<file path="src/rtl/isp_1bit_erosion_pkg.sv">
// Shared definitions for the 1-bit ISP erosion stage: FSM state encodings
// and the RGB565 constants used to expand a binary pixel for SDRAM write.
package isp_1bit_erosion_pkg;

  // Frame sequencing states of the erosion stage
  typedef enum logic [1:0] {
    ST_IDLE  = 2'd0,
    ST_FILL  = 2'd1,
    ST_RUN   = 2'd2,
    ST_FLUSH = 2'd3
  } erosion_state_t;

  localparam logic [15:0] RGB565_WHITE = 16'hFFFF;
  localparam logic [15:0] RGB565_BLACK = 16'h0000;

  // Binary pixel to RGB565 white/black
  function automatic logic [15:0] expand_pixel(input logic pix);
    return pix ? RGB565_WHITE : RGB565_BLACK;
  endfunction

endpackage

</file>
<file path="src/rtl/isp_1bit_line_buf.sv">
// Two cascaded DEPTH-bit shift lines for a 1-bit raster stream.
// With din being pixel n, tap1 presents pixel n-DEPTH and tap2 pixel n-2*DEPTH.
// Contents are deliberately not reset; the owner masks stale data.
module isp_1bit_line_buf #(
  parameter int DEPTH = 640
) (
  input  logic clk,
  input  logic shift_en,
  input  logic din,
  output logic tap1,
  output logic tap2
);

  logic [DEPTH-1:0] line1_q;
  logic [DEPTH-1:0] line1_d;
  logic [DEPTH-1:0] line2_q;
  logic [DEPTH-1:0] line2_d;

  // Shift both lines by one pixel on each enabled strobe
  always_comb begin
    line1_d = line1_q;
    line2_d = line2_q;
    if (shift_en) begin
      line1_d = {line1_q[DEPTH-2:0], din};
      line2_d = {line2_q[DEPTH-2:0], line1_q[DEPTH-1]};
    end
  end

  // Line storage, no reset so it can map onto plain shift cells
  always_ff @(posedge clk) begin
    line1_q <= line1_d;
    line2_q <= line2_d;
  end

  assign tap1 = line1_q[DEPTH-1];
  assign tap2 = line2_q[DEPTH-1];

endmodule

</file>
<file path="src/rtl/isp_1bit_erosion.sv">
// 3x3 binary erosion for the 1-bit ISP path. Owns its line buffers,
// input/output position tracking, frame-border padding and the
// end-of-frame flush that pushes out the last line and a pixel.
module isp_1bit_erosion
  import isp_1bit_erosion_pkg::*;
#(
  parameter int   IMG_W      = 640,
  parameter int   IMG_H      = 480,
  parameter logic BORDER_VAL = 1'b0
) (
  input  logic        sys_clk,
  input  logic        sys_rst,
  input  logic        frame_start,
  input  logic        wr_en,
  input  logic        img_1bit_in,
  output logic        erosion_wr_en,
  output logic        img_1bit_out,
  output logic [15:0] erosion_data,
  output logic        frame_done
);

  localparam int PIX_N = IMG_W * IMG_H;
  localparam int IN_W  = $clog2(PIX_N + 1);
  localparam int FL_W  = $clog2(IMG_W + 1);
  localparam int COL_W = $clog2(IMG_W);
  localparam int ROW_W = $clog2(IMG_H);

  localparam logic [IN_W-1:0]  FILL_LAST  = IN_W'(IMG_W);
  localparam logic [IN_W-1:0]  PIX_LAST   = IN_W'(PIX_N - 1);
  localparam logic [FL_W-1:0]  FLUSH_LAST = FL_W'(IMG_W);
  localparam logic [COL_W-1:0] COL_LAST   = COL_W'(IMG_W - 1);
  localparam logic [ROW_W-1:0] ROW_LAST   = ROW_W'(IMG_H - 1);

  erosion_state_t state_q, state_d;

  logic [IN_W-1:0]  in_cnt_q, in_cnt_d;
  logic [FL_W-1:0]  flush_cnt_q, flush_cnt_d;
  logic [COL_W-1:0] out_col_q, out_col_d;
  logic [ROW_W-1:0] out_row_q, out_row_d;

  logic [2:0] top_q, top_d;
  logic [2:0] mid_q, mid_d;
  logic [2:0] bot_q, bot_d;
  logic [2:0] top_m, mid_m, bot_m;

  logic [2:0] row_and_q, row_and_d;
  logic       valid1_q, valid1_d;
  logic       last1_q, last1_d;
  logic       pix2_q, pix2_d;
  logic       valid2_q, valid2_d;
  logic       done2_q, done2_d;

  logic accept_in;
  logic flushing;
  logic emitting;
  logic in_strobe;
  logic flush_tick;
  logic strobe;
  logic pix_in;
  logic produce;
  logic tap1;
  logic tap2;

  // State register
  always_ff @(posedge sys_clk or posedge sys_rst) begin
    if (sys_rst) state_q <= ST_IDLE;
    else         state_q <= state_d;
  end

  // Next state: frame_start restarts from any state, otherwise count strobes
  always_comb begin
    state_d = state_q;
    if (frame_start) begin
      state_d = ST_FILL;
    end else begin
      unique case (state_q)
        ST_IDLE:  state_d = ST_IDLE;
        ST_FILL:  if (in_strobe && in_cnt_q == FILL_LAST) state_d = ST_RUN;
        ST_RUN:   if (in_strobe && in_cnt_q == PIX_LAST)  state_d = ST_FLUSH;
        ST_FLUSH: if (flush_tick && flush_cnt_q == FLUSH_LAST) state_d = ST_IDLE;
        default:  state_d = ST_IDLE;
      endcase
    end
  end

  // State decode: which states take input pixels, flush, and emit results
  always_comb begin
    accept_in = 1'b0;
    flushing  = 1'b0;
    emitting  = 1'b0;
    unique case (state_q)
      ST_IDLE:  ;
      ST_FILL:  accept_in = 1'b1;
      ST_RUN:   begin accept_in = 1'b1; emitting = 1'b1; end
      ST_FLUSH: begin flushing  = 1'b1; emitting = 1'b1; end
      default:  ;
    endcase
  end

  // Pixel strobe: real pixels while filling/running, padding ticks while flushing
  always_comb begin
    in_strobe  = wr_en && (frame_start || accept_in);
    flush_tick = flushing && !frame_start;
    strobe     = in_strobe || flush_tick;
    pix_in     = flush_tick ? BORDER_VAL : img_1bit_in;
    produce    = strobe && emitting && !frame_start;
  end

  isp_1bit_line_buf #(
    .DEPTH (IMG_W)
  ) u_line_buf (
    .clk      (sys_clk),
    .shift_en (strobe),
    .din      (pix_in),
    .tap1     (tap1),
    .tap2     (tap2)
  );

  // Input and flush counters; a simultaneous pixel becomes pixel 0 of the new frame
  always_comb begin
    in_cnt_d    = in_cnt_q;
    flush_cnt_d = flush_tick ? flush_cnt_q + FL_W'(1) : '0;
    if (frame_start)    in_cnt_d = wr_en ? IN_W'(1) : '0;
    else if (in_strobe) in_cnt_d = in_cnt_q + IN_W'(1);
  end

  // Output position of the pixel produced by the current strobe
  always_comb begin
    out_col_d = out_col_q;
    out_row_d = out_row_q;
    if (frame_start) begin
      out_col_d = '0;
      out_row_d = '0;
    end else if (produce) begin
      if (out_col_q == COL_LAST) begin
        out_col_d = '0;
        out_row_d = (out_row_q == ROW_LAST) ? '0 : out_row_q + ROW_W'(1);
      end else begin
        out_col_d = out_col_q + COL_W'(1);
      end
    end
  end

  // 3x3 window shift; bit 2 is the newest (right) column
  always_comb begin
    top_d = top_q;
    mid_d = mid_q;
    bot_d = bot_q;
    if (strobe) begin
      top_d = {tap2,   top_q[2:1]};
      mid_d = {tap1,   mid_q[2:1]};
      bot_d = {pix_in, bot_q[2:1]};
    end
  end

  // Border padding: out-of-frame taps are replaced by BORDER_VAL
  always_comb begin
    top_m = top_d;
    mid_m = mid_d;
    bot_m = bot_d;
    if (out_row_q == '0)      top_m = {3{BORDER_VAL}};
    if (out_row_q == ROW_LAST) bot_m = {3{BORDER_VAL}};
    if (out_col_q == '0) begin
      top_m[0] = BORDER_VAL;
      mid_m[0] = BORDER_VAL;
      bot_m[0] = BORDER_VAL;
    end
    if (out_col_q == COL_LAST) begin
      top_m[2] = BORDER_VAL;
      mid_m[2] = BORDER_VAL;
      bot_m[2] = BORDER_VAL;
    end
  end

  // Two-stage AND tree; frame_start drops anything still in flight
  always_comb begin
    row_and_d = {&top_m, &mid_m, &bot_m};
    valid1_d  = produce;
    last1_d   = produce && out_row_q == ROW_LAST && out_col_q == COL_LAST;
    pix2_d    = &row_and_q;
    valid2_d  = valid1_q && !frame_start;
    done2_d   = valid1_q && last1_q && !frame_start;
  end

  // Counters, window and pipeline registers
  always_ff @(posedge sys_clk or posedge sys_rst) begin
    if (sys_rst) begin
      in_cnt_q    <= '0;
      flush_cnt_q <= '0;
      out_col_q   <= '0;
      out_row_q   <= '0;
      top_q       <= '0;
      mid_q       <= '0;
      bot_q       <= '0;
      row_and_q   <= '0;
      valid1_q    <= 1'b0;
      last1_q     <= 1'b0;
      pix2_q      <= 1'b0;
      valid2_q    <= 1'b0;
      done2_q     <= 1'b0;
    end else begin
      in_cnt_q    <= in_cnt_d;
      flush_cnt_q <= flush_cnt_d;
      out_col_q   <= out_col_d;
      out_row_q   <= out_row_d;
      top_q       <= top_d;
      mid_q       <= mid_d;
      bot_q       <= bot_d;
      row_and_q   <= row_and_d;
      valid1_q    <= valid1_d;
      last1_q     <= last1_d;
      pix2_q      <= pix2_d;
      valid2_q    <= valid2_d;
      done2_q     <= done2_d;
    end
  end

  // Output drive; pixel and data are forced low when no strobe is presented
  always_comb begin
    erosion_wr_en = valid2_q;
    img_1bit_out  = valid2_q & pix2_q;
    erosion_data  = expand_pixel(img_1bit_out);
    frame_done    = done2_q;
  end

endmodule

</file>
<file path="config.mk">
export PLATFORM = sky130hd
export DESIGN_NAME = isp_1bit_erosion
export DESIGN_NICKNAME = d
export VERILOG_FILES = /design/src/rtl/isp_1bit_erosion_pkg.sv /design/src/rtl/isp_1bit_line_buf.sv /design/src/rtl/isp_1bit_erosion.sv
export SDC_FILE = /design/constraint.sdc
export NUM_CORES = 1
export LEC_CHECK = 0
export BUFFER_PORTS_ARGS = -buffer_cell sky130_fd_sc_hd__clkbuf_2
export CAP_MARGIN = 20
export CELL_PAD_IN_SITES_DETAIL_PLACEMENT = 1
export CELL_PAD_IN_SITES_GLOBAL_PLACEMENT = 1
export CORE_MARGIN = 2
export CORE_UTILIZATION = 51
export CTS_CLUSTER_SIZE = 25
export DETAILED_ROUTE_END_ITERATION = 6
export PLACE_DENSITY_LB_ADDON = 0.1
export SLEW_MARGIN = 20
export SYNTH_ARGS = -nofsm -noshare
export SYNTH_HDL_FRONTEND = slang
export SYNTH_SLANG_ARGS = --single-unit
</file>
<file path="constraint.sdc">
create_clock -name sys_clk -period 24.8 [get_ports sys_clk]
set_input_delay 0 -clock sys_clk [delete_from_list [all_inputs] [get_ports sys_clk]]
set_output_delay 0 -clock sys_clk [all_outputs]
set_load 0.05 [all_outputs]
</file>
After elaboration in Yosys (flattened, before gate mapping)
Cells that the tools add are included.
{"block": "word_totals", "regBits": 1347, "in_bits": 5}
{"block": "op_classes", "add_sub_neg": 4, "n_eq_ne": 11, "mux": 32, "n_bitwise": 1, "n_reduce_logical": 29}
{"op": "10-bit two-way mux", "count": 4}
{"op": "19-bit two-way mux", "count": 2}
{"op": "9-bit two-way mux", "count": 4}
{"op": "10-bit by 1-bit adder with 10-bit output, second input constant", "count": 2}
{"op": "10-bit == test, second input constant", "count": 2}
{"op": "19-bit by 1-bit adder with 19-bit output, second input constant", "count": 1}
{"op": "19-bit by 10-bit == test with 1-bit output, second input constant", "count": 1}
{"op": "19-bit == test, second input constant", "count": 1}
{"op": "16-bit two-way mux", "count": 1}
{"op": "3-bit two-way mux", "count": 5}
{"op": "3-bit AND reduction", "count": 5}
{"op": "1-bit logical AND", "count": 12}
{"op": "1-bit two-way mux", "count": 11}
{"op": "10-bit logical NOT", "count": 1}
{"op": "9-bit by 1-bit adder with 9-bit output, second input constant", "count": 1}
{"op": "9-bit == test, second input constant", "count": 1}
{"op": "9-bit logical NOT", "count": 1}
{"op": "3-bit inequality test, second input constant", "count": 3}
{"op": "2-bit two-way mux", "count": 4}
{"op": "2-bit one-hot mux with 4 select lines", "count": 1}
{"op": "2-bit nonzero test", "count": 3}
{"op": "2-bit == test, second input constant", "count": 2}
{"op": "2-bit OR reduction", "count": 2}
{"op": "2-bit by 1-bit == test with 1-bit output, second input constant", "count": 1}
{"op": "5 further kinds", "count": 6}

Logic depth before layout (Yosys ltp)
{"block": "logic_depth", "ltp_word": 10, "ltp_mapped": 9, "mapped_depth_nobuf": 7}

Hierarchy
From an unflattened synthesis, not the netlist that was laid out.
{"block": "hier_totals", "cells_unflattened": 1642, "hier_area_um2": 41995.3}
{"mod": "isp_1bit_line_buf", "instances": 1, "cells_per_inst": 1280, "area_each_um2": 38436.9}
{"mod": "isp_1bit_erosion", "instances": 1, "cells_per_inst": 362, "area_each_um2": 3558.4}

Least setup slack after synthesis
OpenSTA, ideal clock, no wires.
{"block": "synth_path", "path_kind": "register to register", "start": "reg state_q[0]", "end": "reg u_line_buf.line1_q[0] (enable)", "setup_ps": 1608, "t_arrival_ps": 25657, "t_required_ps": 23192, "setup_slack_ps": -2464, "path_stages_with_launch": 7, "synth_period_minus_slack_ps": 27264, "cell_sequence": "dfrtp_1 inv_1 ha_1 nand2b_1 buf_2 a21oi_2 inv_1"}
{"block": "synth_between", "elab_chain_cells": 6, "word_cells_on_any_way": 10}
{"element": "from (decl)", "line_no": "isp_1bit_erosion.sv:34", "text": "erosion_state_t state_q, state_d;"}
{"element": "from (signal assigned)", "line_no": "isp_1bit_erosion.sv:67", "text": "else state_q <= state_d;"}
{"element": "2-bit == test or 2-bit by 1-bit == test with 1-bit output (tied branches)", "line_no": "isp_1bit_erosion.sv:91", "text": "unique case (state_q)"}
{"element": "2-bit OR reduction (no line)"}
{"element": "1-bit two-way mux", "line_no": "isp_1bit_erosion.sv:91"}
{"element": "1-bit logical OR", "line_no": "isp_1bit_erosion.sv:102", "text": "in_strobe = wr_en && (frame_start || accept_in);"}
{"element": "1-bit logical AND", "line_no": "isp_1bit_erosion.sv:102"}
{"element": "1-bit logical OR (*)", "line_no": "isp_1bit_erosion.sv:104", "text": "strobe = in_strobe || flush_tick;"}
{"element": "net strobe", "line_no": "isp_1bit_erosion.sv:58", "text": "logic strobe;"}
{"element": "to (signal assigned)", "line_no": "isp_1bit_line_buf.sv:31", "text": "line1_q <= line1_d;"}
{"element": "to (decl)", "line_no": "isp_1bit_line_buf.sv:14", "text": "logic [DEPTH-1:0] line1_q;"}
Mark *: on every way through the listed nets, which the timed path passes. The rest lies on a longest branch.
A chain may end at the register's enable or synchronous reset.

Final worst setup path
{"block": "layout_path", "start": "reg state_q[0]", "end": "reg u_line_buf.line2_q[139] (enable)"}
{"block": "layout_between", "elab_chain_cells": 6, "word_cells_on_any_way": 10}
{"element": "2-bit == test or 2-bit by 1-bit == test with 1-bit output (tied branches)", "line_no": "isp_1bit_erosion.sv:91"}
{"element": "2-bit OR reduction (no line)"}
{"element": "1-bit two-way mux", "line_no": "isp_1bit_erosion.sv:91"}
{"element": "1-bit logical OR", "line_no": "isp_1bit_erosion.sv:102"}
{"element": "1-bit logical AND", "line_no": "isp_1bit_erosion.sv:102"}
{"element": "1-bit logical OR (*)", "line_no": "isp_1bit_erosion.sv:104"}
{"element": "net strobe", "line_no": "isp_1bit_erosion.sv:58"}
{"element": "to (signal assigned)", "line_no": "isp_1bit_line_buf.sv:32", "text": "line2_q <= line2_d;"}
{"element": "to (decl)", "line_no": "isp_1bit_line_buf.sv:16", "text": "logic [DEPTH-1:0] line2_q;"}
Marks and branches as above.

==> metrics <==
status complete, no violations; RSZ-0062 raised after global routing no; drt total wl roughly 54000 um; Post-synth ARST share a little under 5%; Antenna diodes 0; Top FF cell, synth edfxtp_1; Mapped Nets between 1.5k and 2k; Slew Viols, Final 0; # clock sinks between 1k and 1.5k; Num CTS Buffers between 100 and 150; TNS Setup 0 ns; commonest non-fill, non-tap cell in the layout edfxtp_1; Power, Total roughly 5.9 mW; H-Tree Level Count 4; initial antenna violation count 0; area grow syn2layout 13.8%; Vias between 10k and 15k; row cnt 105; static leakage about 16 nW; Ports 24; Final GP Congestion 0.732; Post-synth EDFFs ~1.3k; 1st-iter DRT viols 1224; Distinct cells, synth 46; worst hold-check path type input port to asynchronous set/reset pin; CTS tree built; clock buffer depth 3; final hold vios 0; Synth area leader edfxtp_1; vias in the first global route ~15k; flop and latch count out of synthesis ~1.3k; multi-input logic area 1640 sq um; Worst-Skew Late Latency ~0.7 ns; Final Cycle Share 19.6%; f_max between 200 and 250 MHz; Setup Crit Path Kind flop to flop; top cells by area, synth edfxtp_1, dfrtp_1, xnor2_1; post-synthesis sequential area ratio ~96%; Peak VDD IR 0.0763 mV; vias per cell about 5; Avg Cell Area, Syn around 26 sq um; Pre-Repair DR Iteration Count 6; die area around 85000 sq um; share of cells above drive strength 1 12.6%; die extent in x 291 um; register area between 40000 and 50000 sq um; Starting Density 51.3%; Post-Syn Instances roughly 1.6k; Worst setup EP type flop; Synth Warn # 0; critical path arrival between 5 and 6 ns; final net count ~1.8k; aggregate global routing overflow 0; WL/cell 18.3 um; Final Critical Period a little under 5 ns; global-route wire length before repair a little under 90000 um; root buf cell clkbuf_16; pwr dens about 120 nW/um^2; area fraction of the dominant cell type after synthesis around nine tenths; Slew HR 31.4%; Worst EP required about 25 ns; DRC viols 0; HPWL after DPL approximately 24000 um; Post-DRT Antenna Nets 0; # port buffers 23; CP Max Fanout 96; Clock Skews 0.0165 ns; GRT Overall Usage 13.5%; largest net degree at the start of global routing around 230; mapped cell area approximately 42000 sq um; post-CTS sizing 0; Max-cap violations 0; Clock transition at path regs roughly 0.060 ns; fillers approximately 6.6k; final setup fails 0; chip height about 290 um; crit start category flop; Worst-Margin Slew around 1.0 ns; Core Box Area 81800 sq um; most frequent cells in the layout edfxtp_1, clkbuf_16, dfrtp_1
[cell usage after synthesis (all sizes together) (13+ instances only)]
cell,n
a21oi,13
buf,20
edfxtp,1280
nand3,26
dfrtp,67
nor4,15
inv,20
nand2,19
nor2,44
xnor2,24
[metrics by stage]
stage          hold WS [ns]  setup slack (ns)  cell area (sq um)  std cells  util (%)
3_5_place_dp          0.315             18.96              43400       2725      53.0
5_1_grt               0.153             19.47              47800       2970      58.4
2_1_floorplan         0.167              3.61              42000       1645         -
4_1_cts              0.0820             19.06              47700       2968      58.3
3_3_place_gp          0.299             19.24              43400       2725      53.0
6_report             0.0978             19.94              47800       2970      58.4
[what timing repair did]
action	4_1_cts	5_1_grt
hold buffers	6	0
endpoints found under the hold margin	90	0
buffers inserted	0	0
[metal layers]
metal,GRT usage [%],part of all wire [%],vias to the layer above
met4,4.99,2.5,0
li1,-,-,6827
met5,0,0,-
met1,21.7,51,7676
met2,17.8,42,244
met3,3.50,4.0,110
[state kept, by name, indices dropped and copies added, names as in the netlist, 2 cells and up]
signal,cells
bot_q,3
top_q,3
flush_cnt_q,10
u_line_buf.line2_q,640
state_q,2
in_cnt_q,19
row_and_q,3
out_col_q,10
mid_q,3
u_line_buf.line1_q,640
out_row_q,9
[report_power, final]
part | total, mW | switching (mW) | leakage [nW] | internal, mW
Sequential | 3.68 | 0.214 | 13.2 | 3.47
Clock | 1.94 | 0.815 | 2.09 | 1.12
Combinational | 0.320 | 0.280 | 0.704 | 0.0399
Total | 5.94 | 1.31 | 16.0 | 4.63
[critical path, cell delays in order (launching register included)]
cell and delay, ns:
dfrtp_1 0.38, inv_1 0.07, ha_1 0.32, nand2b_1 0.35
a21oi_2 0.26, clkinvlp_4 0.15, buf_12 0.35, buf_6 0.66
buf_4 0.80, buf_4 0.93
[cells by family after synthesis]
family | after synthesis | synth area share (%)
buffers and inverters | 45 | 0.551
DFF | 1347 | 95.5
adders and majority gates | 11 | 0.328
AOI/OAI and AO/OA | 38 | 0.557
xor gates and xnor gates | 31 | 0.647
and+or+nand+nor | 163 | 2.12
muxes | 10 | 0.265
[worst paths after layout]
check / start / end / slack [ns] / cells past startpoint
max: state_q[0] / u_line_buf.line2_q[139] / 19.94 / 9
min: sys_rst / flush_cnt_q[6] / 0.1 / 4
max reg2reg: state_q[0] / u_line_buf.line2_q[139] / 19.94 / 9
min reg2reg: u_line_buf.line2_q[521] / u_line_buf.line2_q[522] / 0.40 / 0
max in group asynchronous: sys_rst / out_col_q[7] / 24.14 / 4
min in group sys_clk: img_1bit_in / u_line_buf.line1_q[0] / 0.18 / 3
[area by class of cell]
cell class	count	share of cell area, %
Tap cell	1070	2.80
Inverter	20	0.165
Multi-Input combinational cell	253	3.44
Clock buffer	168	7.54
Sequential cell	1347	83.9
Timing Repair Buffer	43	0.756
Clock inverter	69	1.38
Note: power is estimated with default switching activity, not from simulation.
